===== src/rtl/sram_burst_ctrl_if.sv =====
// rtl/sram_burst_ctrl_if.sv - request, beat and SRAM bus bundle for sram_burst_ctrl
// Groups the burst request channel, the write and read beat streams, the busy
// flag and the SRAM pins. The slave modport is the controller's view and the
// master modport is the requester/SRAM side.
interface sram_burst_ctrl_if;
  logic        i_req_valid;
  logic        o_req_ready;
  logic        i_req_wr;
  logic [5:0]  i_req_addr;
  logic [3:0]  i_req_len;
  logic [63:0] i_wdata;
  logic        i_wdata_valid;
  logic        o_wdata_ready;
  logic [63:0] o_rdata;
  logic        o_rdata_valid;
  logic        i_rdata_ready;
  logic        o_busy;
  logic [63:0] o_sram_data;
  logic [5:0]  o_sram_addr;
  logic        o_sram_cen;
  logic        o_sram_wen;
  logic        o_sram_oen;
  logic [63:0] i_sram_data;

  modport slave (
    input  i_req_valid, i_req_wr, i_req_addr, i_req_len,
    input  i_wdata, i_wdata_valid, i_rdata_ready, i_sram_data,
    output o_req_ready, o_wdata_ready, o_rdata, o_rdata_valid, o_busy,
    output o_sram_data, o_sram_addr, o_sram_cen, o_sram_wen, o_sram_oen
  );

  modport master (
    output i_req_valid, i_req_wr, i_req_addr, i_req_len,
    output i_wdata, i_wdata_valid, i_rdata_ready, i_sram_data,
    input  o_req_ready, o_wdata_ready, o_rdata, o_rdata_valid, o_busy,
    input  o_sram_data, o_sram_addr, o_sram_cen, o_sram_wen, o_sram_oen
  );
endinterface


===== src/rtl/sram_burst_ctrl.sv =====
// rtl/sram_burst_ctrl.sv - burst controller turning 1..16 beat requests into SRAM accesses
// Ports: i_clk (rising edge), i_rst (synchronous, active-high), bus (slave view of
// sram_burst_ctrl_if: request handshake, write beat stream, read beat stream
// through a 2-entry FIFO, busy flag, SRAM pins with one-cycle read latency).
module sram_burst_ctrl (
  input  logic             i_clk,
  input  logic             i_rst,
  sram_burst_ctrl_if.slave bus
);
  typedef enum logic [1:0] {
    IDLE  = 2'd0,
    WRITE = 2'd1,
    READ  = 2'd2,
    DRAIN = 2'd3
  } state_t;

  state_t      state_q, state_d;
  logic [5:0]  addr_q, addr_d;
  logic [3:0]  cnt_q, cnt_d;        // beats still to issue, minus one
  logic        inflight_q, inflight_d;
  logic [63:0] mem_q [2];
  logic [63:0] mem_d [2];
  logic        rd_ptr_q, rd_ptr_d;
  logic        wr_ptr_q, wr_ptr_d;
  logic [1:0]  count_q, count_d;
  logic        rdata_valid;
  logic        pop;
  logic [2:0]  occ_after;           // FIFO entries after this pop plus reads in flight

  always_comb begin
    state_d    = state_q;
    addr_d     = addr_q;
    cnt_d      = cnt_q;
    inflight_d = 1'b0;
    rd_ptr_d   = rd_ptr_q;
    wr_ptr_d   = wr_ptr_q;
    mem_d      = mem_q;

    bus.o_req_ready   = 1'b0;
    bus.o_wdata_ready = 1'b0;
    bus.o_sram_cen    = 1'b0;
    bus.o_sram_wen    = 1'b0;
    bus.o_sram_oen    = 1'b0;
    bus.o_sram_addr   = '0;
    bus.o_sram_data   = '0;

    rdata_valid       = (count_q != 2'd0);
    pop               = rdata_valid && bus.i_rdata_ready;
    occ_after         = {1'b0, count_q} + {2'b00, inflight_q} - {2'b00, pop};
    bus.o_rdata_valid = rdata_valid;
    bus.o_rdata       = rdata_valid ? mem_q[rd_ptr_q] : '0;
    bus.o_busy        = (state_q != IDLE);

    case (state_q)
      IDLE: begin
        bus.o_req_ready = 1'b1;
        if (bus.i_req_valid) begin
          addr_d  = bus.i_req_addr;
          cnt_d   = bus.i_req_len;
          state_d = bus.i_req_wr ? WRITE : READ;
        end
      end
      WRITE: begin
        bus.o_wdata_ready = 1'b1;
        if (bus.i_wdata_valid) begin
          bus.o_sram_cen  = 1'b1;
          bus.o_sram_wen  = 1'b1;
          bus.o_sram_addr = addr_q;
          bus.o_sram_data = bus.i_wdata;
          addr_d          = addr_q + 6'd1;
          cnt_d           = cnt_q - 4'd1;
          if (cnt_q == 4'd0) state_d = IDLE;
        end
      end
      READ: begin
        // Only issue when the returning beat is guaranteed a FIFO slot.
        if (occ_after < 3'd2) begin
          bus.o_sram_cen  = 1'b1;
          bus.o_sram_oen  = 1'b1;
          bus.o_sram_addr = addr_q;
          inflight_d      = 1'b1;
          addr_d          = addr_q + 6'd1;
          cnt_d           = cnt_q - 4'd1;
          if (cnt_q == 4'd0) state_d = DRAIN;
        end
      end
      DRAIN: begin
        if (occ_after == 3'd0) state_d = IDLE;
      end
      default: state_d = IDLE;
    endcase

    if (pop) rd_ptr_d = ~rd_ptr_q;
    // SRAM data is valid the cycle after the access, which is when inflight_q is set.
    if (inflight_q) begin
      mem_d[wr_ptr_q] = bus.i_sram_data;
      wr_ptr_d        = ~wr_ptr_q;
    end
    count_d = count_q + {1'b0, inflight_q} - {1'b0, pop};

    // Reset forces every output low combinationally, aborting any access this cycle.
    if (i_rst) begin
      bus.o_req_ready   = 1'b0;
      bus.o_wdata_ready = 1'b0;
      bus.o_rdata_valid = 1'b0;
      bus.o_rdata       = '0;
      bus.o_busy        = 1'b0;
      bus.o_sram_cen    = 1'b0;
      bus.o_sram_wen    = 1'b0;
      bus.o_sram_oen    = 1'b0;
      bus.o_sram_addr   = '0;
      bus.o_sram_data   = '0;
    end
  end

  always_ff @(posedge i_clk) begin
    if (i_rst) begin
      state_q    <= IDLE;
      addr_q     <= '0;
      cnt_q      <= '0;
      inflight_q <= 1'b0;
      rd_ptr_q   <= 1'b0;
      wr_ptr_q   <= 1'b0;
      count_q    <= '0;
      mem_q[0]   <= '0;
      mem_q[1]   <= '0;
    end else begin
      state_q    <= state_d;
      addr_q     <= addr_d;
      cnt_q      <= cnt_d;
      inflight_q <= inflight_d;
      rd_ptr_q   <= rd_ptr_d;
      wr_ptr_q   <= wr_ptr_d;
      count_q    <= count_d;
      mem_q[0]   <= mem_d[0];
      mem_q[1]   <= mem_d[1];
    end
  end
endmodule


===== src/flat_wrapper.sv =====
// flat-port wrapper written by rule: the top's interface ports become plain ports
module sram_burst_ctrl_flat 
  (i_clk, i_rst, bus_i_req_valid, bus_i_req_wr, bus_i_req_addr, bus_i_req_len, bus_i_wdata, bus_i_wdata_valid, bus_i_rdata_ready, bus_i_sram_data, bus_o_req_ready, bus_o_wdata_ready, bus_o_rdata, bus_o_rdata_valid, bus_o_busy, bus_o_sram_data, bus_o_sram_addr, bus_o_sram_cen, bus_o_sram_wen, bus_o_sram_oen);
  sram_burst_ctrl_if bus_i ();
  input  logic i_clk;
  input  logic i_rst;
  input wire logic [$bits(bus_i.i_req_valid)-1:0] bus_i_req_valid;
  input wire logic [$bits(bus_i.i_req_wr)-1:0] bus_i_req_wr;
  input wire logic [$bits(bus_i.i_req_addr)-1:0] bus_i_req_addr;
  input wire logic [$bits(bus_i.i_req_len)-1:0] bus_i_req_len;
  input wire logic [$bits(bus_i.i_wdata)-1:0] bus_i_wdata;
  input wire logic [$bits(bus_i.i_wdata_valid)-1:0] bus_i_wdata_valid;
  input wire logic [$bits(bus_i.i_rdata_ready)-1:0] bus_i_rdata_ready;
  input wire logic [$bits(bus_i.i_sram_data)-1:0] bus_i_sram_data;
  output wire logic [$bits(bus_i.o_req_ready)-1:0] bus_o_req_ready;
  output wire logic [$bits(bus_i.o_wdata_ready)-1:0] bus_o_wdata_ready;
  output wire logic [$bits(bus_i.o_rdata)-1:0] bus_o_rdata;
  output wire logic [$bits(bus_i.o_rdata_valid)-1:0] bus_o_rdata_valid;
  output wire logic [$bits(bus_i.o_busy)-1:0] bus_o_busy;
  output wire logic [$bits(bus_i.o_sram_data)-1:0] bus_o_sram_data;
  output wire logic [$bits(bus_i.o_sram_addr)-1:0] bus_o_sram_addr;
  output wire logic [$bits(bus_i.o_sram_cen)-1:0] bus_o_sram_cen;
  output wire logic [$bits(bus_i.o_sram_wen)-1:0] bus_o_sram_wen;
  output wire logic [$bits(bus_i.o_sram_oen)-1:0] bus_o_sram_oen;
  assign bus_i.i_req_valid = bus_i_req_valid;
  assign bus_i.i_req_wr = bus_i_req_wr;
  assign bus_i.i_req_addr = bus_i_req_addr;
  assign bus_i.i_req_len = bus_i_req_len;
  assign bus_i.i_wdata = bus_i_wdata;
  assign bus_i.i_wdata_valid = bus_i_wdata_valid;
  assign bus_i.i_rdata_ready = bus_i_rdata_ready;
  assign bus_i.i_sram_data = bus_i_sram_data;
  assign bus_o_req_ready = bus_i.o_req_ready;
  assign bus_o_wdata_ready = bus_i.o_wdata_ready;
  assign bus_o_rdata = bus_i.o_rdata;
  assign bus_o_rdata_valid = bus_i.o_rdata_valid;
  assign bus_o_busy = bus_i.o_busy;
  assign bus_o_sram_data = bus_i.o_sram_data;
  assign bus_o_sram_addr = bus_i.o_sram_addr;
  assign bus_o_sram_cen = bus_i.o_sram_cen;
  assign bus_o_sram_wen = bus_i.o_sram_wen;
  assign bus_o_sram_oen = bus_i.o_sram_oen;
  sram_burst_ctrl u_core (.i_clk(i_clk), .i_rst(i_rst), .bus(bus_i));
endmodule

===== config.mk =====
export PLATFORM = sky130hd
export DESIGN_NAME = sram_burst_ctrl_flat
export DESIGN_NICKNAME = d
export VERILOG_FILES = /design/src/rtl/sram_burst_ctrl_if.sv /design/src/rtl/sram_burst_ctrl.sv /design/src/flat_wrapper.sv
export SDC_FILE = /design/constraint.sdc
export NUM_CORES = 1
export LEC_CHECK = 0
export CORE_UTILIZATION = 39
export CTS_BUF_LIST = sky130_fd_sc_hd__clkbuf_16
export CTS_CLUSTER_DIAMETER = 200
export DETAILED_ROUTE_END_ITERATION = 6
export PLACE_DENSITY = 0.77
export SLEW_MARGIN = 10
export SYNTH_ARGS = -nofsm -noshare
export SYNTH_HDL_FRONTEND = slang
export SYNTH_SLANG_ARGS = --single-unit

===== constraint.sdc =====
create_clock -name i_clk -period 2.7 [get_ports i_clk]
set_input_delay 0.54 -clock i_clk [delete_from_list [all_inputs] [get_ports i_clk]]
set_output_delay 0.54 -clock i_clk [all_outputs]
set_load 0.05 [all_outputs]

==> results.json, run 1 <==
{
  "ys_seq_area_frac": 0.422,
  "port_buffers": 284,
  "ff2ff_setup_slack_ns": 0.15,
  "ys_seq_elements": 145,
  "ys_warn_count": 0,
  "cts_made_buffers": 17,
  "place_ws_ns": -0.811,
  "violations": "negative setup slack",
  "slew_viol_final": 0,
  "initial_core_util": 0.399,
  "finalSetupViolCount": 8,
  "cts_tree": "done",
  "grt.total_usage": 0.247,
  "r2r-start": "u_core.count_q[0]",
  "worstPathArrival_ns": 2.81,
  "max_freq_mhz": 299,
  "nNetsFinal": 1336,
  "max_slew_margin": 0.581,
  "rsz0062_at_grt": "yes",
  "overflow": 0,
  "syn-cell-area_um2": 6880,
  "antenna_left": 0,
  "synth_top_area_frac": 0.422,
  "dpl_cell_area_um2": 10700,
  "endpoint_kind": "output port",
  "cts.sinks": 145,
  "fin_tns_setup_ns": -4.89,
  "max_stage_delay_ns": 0.38,
  "vias": 7252,
  "io_pins": 285,
  "final_common_cell": "nand2_1",
  "cp.required_ns": 2.16,
  "final_util": 0.656,
  "finalWorstSetupSlack_ns": -0.646,
  "cpLargestDelayFamily": "adder cells",
  "die_y_um": 135,
  "synthesis.nets": 1068,
  "cp_max_fo": 7,
  "min_period_over_period": 1.24,
  "antenna_found_initial": 0,
  "dp_hpwl_um": 16000,
  "crit_start": "u_core.count_q[0]",
  "htree_num_levels": 4,
  "fin_hold_ws_ns": 0.452,
  "hold_viol": 0,
  "drive_gt1_frac": 0.194,
  "synth.distinct_cells": 40,
  "cp_cell_sequence": "o21a_1 > ha_1 > inv_1 > ha_2 > fa_2 > xnor2_4 > nor4b_4 > o21a_4 > and2_4 > buf_12",
  "dp.cells": 1387,
  "p_leak_nw": 4.31,
  "worstMarginPinSlew_ns": 0.629,
  "status": "complete, but fails checks",
  "vdd_drop_max_mv": 0.531,
  "nFillCells": 1458,
  "synth.area.top_cells": "dfxtp_1 (42%), nand2_1 (15%), a21oi_1 (10%)",
  "cts-hold-fix-buffers": 0,
  "grt_pass1_wl_um": 34900,
  "routed_via_density": 5.10,
  "coreArea_um2": 17200,
  "syn_to_final_growth_pct": 64.3,
  "cp-start-kind": "flop",
  "criticalPathCategory": "reg2out",
  "antennaDiodeCount": 0,
  "post-layout-total-power_mw": 8.18,
  "clockBufferDepth": 2,
  "hold_class": "reg2reg",
  "syn-instance-count": 915,
  "final_cells": 1421,
  "cp_num_buf_inv": 2,
  "place.gp.congestion": 0.830,
  "maxCapViolations": 0,
  "crit_path_top_delay_cell": "fa_2",
  "finalWirelength_um": 22600,
  "cts-root-buf": "clkbuf_16",
  "yosysTopAreaCell": "dfxtp_1",
  "fin_crit_ns": 3.35,
  "power_density_nw_per_um2": 724,
  "grt_max_degree": 120,
  "hp-start": "u_core.mem_q[111]",
  "grt_pass1_vias": 6920,
  "cts.clk_slew.worst_paths_ns": 0.06,
  "die_w_um": 135,
  "drc": 0,
  "drtPass1Iterations": 5,
  "fin_skew_ns": 0.0128,
  "drtIter0Drc": 423,
  "wl_per_cell_um": 15.9,
  "finalInstanceArea_um2": 11300,
  "avgSynthCellArea_um2": 7.52,
  "clk_latency_ns": 0.43,
  "die_area_um2": 18200,
  "rows": 48,
  "layout_common_cells": "nand2_1 (266), dfxtp_1 (143), clkdlybuf4s50_1 (141)"
}
flip-flops by register name, indices dropped and copies added, names as in the netlist:
| name | cells |
|---|---|
| u_core.cnt_q | 4 |
| u_core.inflight_q | 1 |
| u_core.rd_ptr_q | 1 |
| u_core.mem_q | 128 |
| u_core.wr_ptr_q | 1 |
| u_core.count_q | 2 |
| u_core.state_q | 2 |
| u_core.addr_q | 6 |
cell families (layout without fill, tap and decap cells):
group	after synthesis	after routing	share of synthesized area
simple gates	434	434	0.270
compound gates	168	168	0.137
flops	145	145	0.422
buf+inv	89	370	0.0511
mux	68	68	0.0991
fa+ha+maj	9	9	0.0175
xor+xnor	2	2	0.00364
final cells by class:
cell class                      count  area [um2]  area share
Timing Repair Buffer              323        3800       0.337
Multi-Input combinational cell    681        3710       0.328
Sequential cell                   145        2910       0.257
Clock buffer                       17         425      0.0376
Tap cell                          225         282      0.0249
Clock inverter                     15         119      0.0105
Inverter                           15        56.3     0.00498
power by group:
part	switching, mW	internal [mW]
logic	1.84	1.52
registers	0.248	2.39
clock network	0.924	1.26
total	3.01	5.17
cell usage after synthesis:
master     instances
a211oi_1           2
a21oi_1          137
a221o_1            1
a221oi_1           2
a221oi_2           1
a22oi_1            1
a2bb2oi_1          1
a32o_1             2
and2_1             8
and3_1            65
buf_1              6
buf_2              8
buf_4              2
clkbuf_1          58
dfxtp_1          145
fa_1               1
ha_1               8
inv_1             15
mux2_1             1
mux2i_1           67
nand2_1          267
nand2b_1           4
nand3_1            5
nor2_1            74
nor2b_1            4
nor3_1             4
nor4_1             2
nor4b_2            1
o2111ai_1          1
o211ai_1           3
o21a_1             3
o21ai_0            3
o21ai_2            1
o311a_1            1
o311ai_0           1
o31a_1             1
o31ai_1            4
o32ai_1            3
xnor2_1            1
xnor2_2            1
worst register-to-register path: cells and delay by family (launching register included):
| kind | cells | cell delay [ns] |
|---|---|---|
| fa+ha+maj | 3 | 0.99 |
| compound gates | 2 | 0.58 |
| flops | 1 | 0.32 |
| mux | 1 | 0.31 |
| buf+inv | 2 | 0.19 |
| simple gates | 1 | 0.05 |
worst paths after layout:
kind | endpoint | depth (start not counted)
worst max-delay path | bus_o_sram_addr[4] | 10
worst min-delay path | u_core.mem_q[111] | 2
worst max register to register | u_core.state_q[0] | 9
worst min register to register | u_core.mem_q[111] | 2
per-layer routing:
| layer | track usage | up-vias | part of all wire |
|---|---|---|---|
| li1 | - | 3580 | - |
| met1 | 0.268 | 3345 | 0.38 |
| met2 | 0.442 | 285 | 0.52 |
| met3 | 0.0657 | 42 | 0.069 |
| met4 | 0.123 | 0 | 0.036 |
| met5 | 0 | - | 0 |
what timing repair did:
| action | in CTS | in global routing |
|---|---|---|
| setup buffers | 2 | 1 |
| resized for setup | 1 | 2 |
| setup endpoints to repair | 8 | 36 |
| pin swaps | 5 | 6 |
Power figures use the tool's default switching activity.
==> run 2: changes to the inputs <==
Settings changed: CORE_UTILIZATION 39 to 43, PLACE_DENSITY 0.77 to 0.8.
Clock period 2.7 ns to 3.64 ns, I/O delays scaled along.
==> results.json, run 2 (synthesis gave the netlist of run 1 again) <==
{
  "power_density_nw_per_um2": 556,
  "htree_num_levels": 4,
  "hp-start": "u_core.mem_q[66]",
  "antenna_left": 0,
  "finalSetupViolCount": 0,
  "finalWorstSetupSlack_ns": 0.108,
  "cp.required_ns": 2.91,
  "crit_path_top_delay_cell": "fa_2",
  "hold_viol": 0,
  "dpl_cell_area_um2": 10500,
  "rows": 45,
  "cp_max_fo": 7,
  "status": "finished, final reports clean",
  "syn_to_final_growth_pct": 62.8,
  "die_w_um": 129,
  "vias": 7173,
  "min_to": "u_core.mem_q[66]",
  "port_buffers": 284,
  "fin_hold_ws_ns": 0.452,
  "wl_per_cell_um": 15.4,
  "fin_tns_setup_ns": 0,
  "place.gp.congestion": 0.809,
  "grt_pass1_vias": 6506,
  "post-layout-total-power_mw": 6.23,
  "cp-start-kind": "primary input",
  "antenna_found_initial": 0,
  "final_common_cell": "nand2_1",
  "slew_viol_final": 0,
  "io_pins": 285,
  "rsz0062_at_grt": "yes",
  "fin_crit_ns": 3.53,
  "max_freq_mhz": 283,
  "p_leak_nw": 4.25,
  "finalWirelength_um": 21400,
  "cpLargestDelayFamily": "adder cells",
  "grt_max_degree": 79,
  "cp.depth": 11,
  "antennaDiodeCount": 0,
  "layout_common_cells": "nand2_1 (266), clkdlybuf4s50_1 (144), dfxtp_1 (142)",
  "rr_worst_depth": 11,
  "maxCapViolations": 0,
  "grt.total_usage": 0.255,
  "criticalPathCategory": "in2out",
  "finalInstanceArea_um2": 11200,
  "cp_cell_sequence": "buf_2 > o21a_1 > ha_1 > inv_1 > ha_2 > fa_2 > xnor2_4 > nor4b_4 > o21a_4 > and2_4 > buf_12",
  "vdd_drop_max_mv": 0.343,
  "top_register": "u_core.mem_q",
  "fin_skew_ns": 0.00962,
  "wl_met1_um": 8260,
  "hold_path_depth": 2,
  "hold_class": "reg2reg",
  "wl_met3_um": 1680,
  "grt_pass1_wl_um": 32900,
  "top_layer_used": "met4",
  "dp_hpwl_um": 14800,
  "worstPathArrival_ns": 2.80,
  "drive_gt1_frac": 0.182,
  "cts_made_buffers": 17,
  "largest_reg_flops": 128,
  "max_slew_margin": 0.390,
  "endpoint_kind": "output port",
  "routed_via_density": 5.16,
  "place_ws_ns": -0.250,
  "drtPass1Iterations": 5,
  "cts.clk_slew.worst_paths_ns": 0.06,
  "cts_tree": "done",
  "clk_latency_ns": 0.41,
  "clockBufferDepth": 2,
  "coreArea_um2": 15400,
  "cts.sinks": 145,
  "cp_num_buf_inv": 3,
  "drtIter0Drc": 647,
  "reg_top3": "u_core.mem_q x128, u_core.addr_q x6, u_core.cnt_q x4",
  "ff2ff_setup_slack_ns": 0.86,
  "min_period_over_period": 0.970,
  "cts-root-buf": "clkbuf_16",
  "dr_wl_met2_um": 10800,
  "die_area_um2": 16500,
  "overflow": 0,
  "drc": 0,
  "crit_start": "bus_i_rdata_ready",
  "die_y_um": 129,
  "worstMarginPinSlew_ns": 0.915,
  "reg2reg_to": "u_core.addr_q[0]",
  "r2r-start": "u_core.count_q[1]",
  "initial_core_util": 0.446,
  "nFillCells": 1217,
  "cts-hold-fix-buffers": 0,
  "max_stage_delay_ns": 0.38,
  "nNetsFinal": 1320
}
[run 2: cell types whose count changed in the layout (fill, tap and decap cells not counted), sizes merged]
cell,before,now
buf,181,163
bufinv,1,5
clkdlybuf4s50,141,144
clkinv,7,4
clkinvlp,3,0
dlygate4sd2,1,0
inv,19,20
[run 2: final cells by class]
class / instances / area [um2] / area share
well taps: 211 / 264 / 0.0236
clock inverters: 14 / 226 / 0.0202
multi-input cells: 681 / 3710 / 0.331
clock buffers: 17 / 425 / 0.0380
repair buffers: 307 / 3610 / 0.323
flip-flops and latches: 145 / 2910 / 0.260
inverters: 15 / 56.3 / 0.00503
[run 2: how the worst max path moves through the flow]
stage / endpoint
3_5_place_dp: bus_o_sram_addr[0]
6_report: bus_o_sram_addr[0]
4_1_cts: bus_o_sram_addr[0]
2_1_floorplan: bus_o_sram_addr[0]
3_3_place_gp: bus_o_sram_addr[0]
5_1_grt: bus_o_sram_addr[4]
[run 2: layer usage]
| layer | global-route usage | vias to the layer above |
|---|---|---|
| met5 | 0 | - |
| met4 | 0.109 | 0 |
| met3 | 0.0753 | 32 |
| met2 | 0.442 | 298 |
| met1 | 0.290 | 3290 |
| li1 | - | 3553 |
[run 2: timing repair]
item / 4_1_cts / 5_1_grt
setup buffers: 3 / 0
setup endpoints to repair: 8 / 7
pin swaps: 5 / 4
resized for setup: 6 / 1
cloned: 0 / 0
[run 2: through the flow]
step / cells / util
6_report: 1390 / 0.726
5_1_grt: 1390 / 0.726
4_1_cts: 1390 / 0.726
3_5_place_dp: 1356 / 0.683
3_3_place_gp: 1356 / 0.683
2_1_floorplan: 915 / -
[run 2: worst reg2reg max path, cell delays in order, from the launching register on]
cell and delay, ns:
dfxtp_4 0.34, o21a_1 0.20, ha_1 0.29, inv_1 0.05, ha_2 0.17, fa_2 0.38, xnor2_4 0.15, buf_4 0.14
buf_4 0.14, o21ai_2 0.32, o211ai_1 0.15, a221oi_1 0.35
[run 2: report_power, final]
group          internal [mW]  total (mW)  switching, mW
Combinational           1.03        2.31           1.28
Clock                   1.23        1.93          0.704
Sequential              1.78        1.99          0.211
Total                   4.03        6.23           2.20
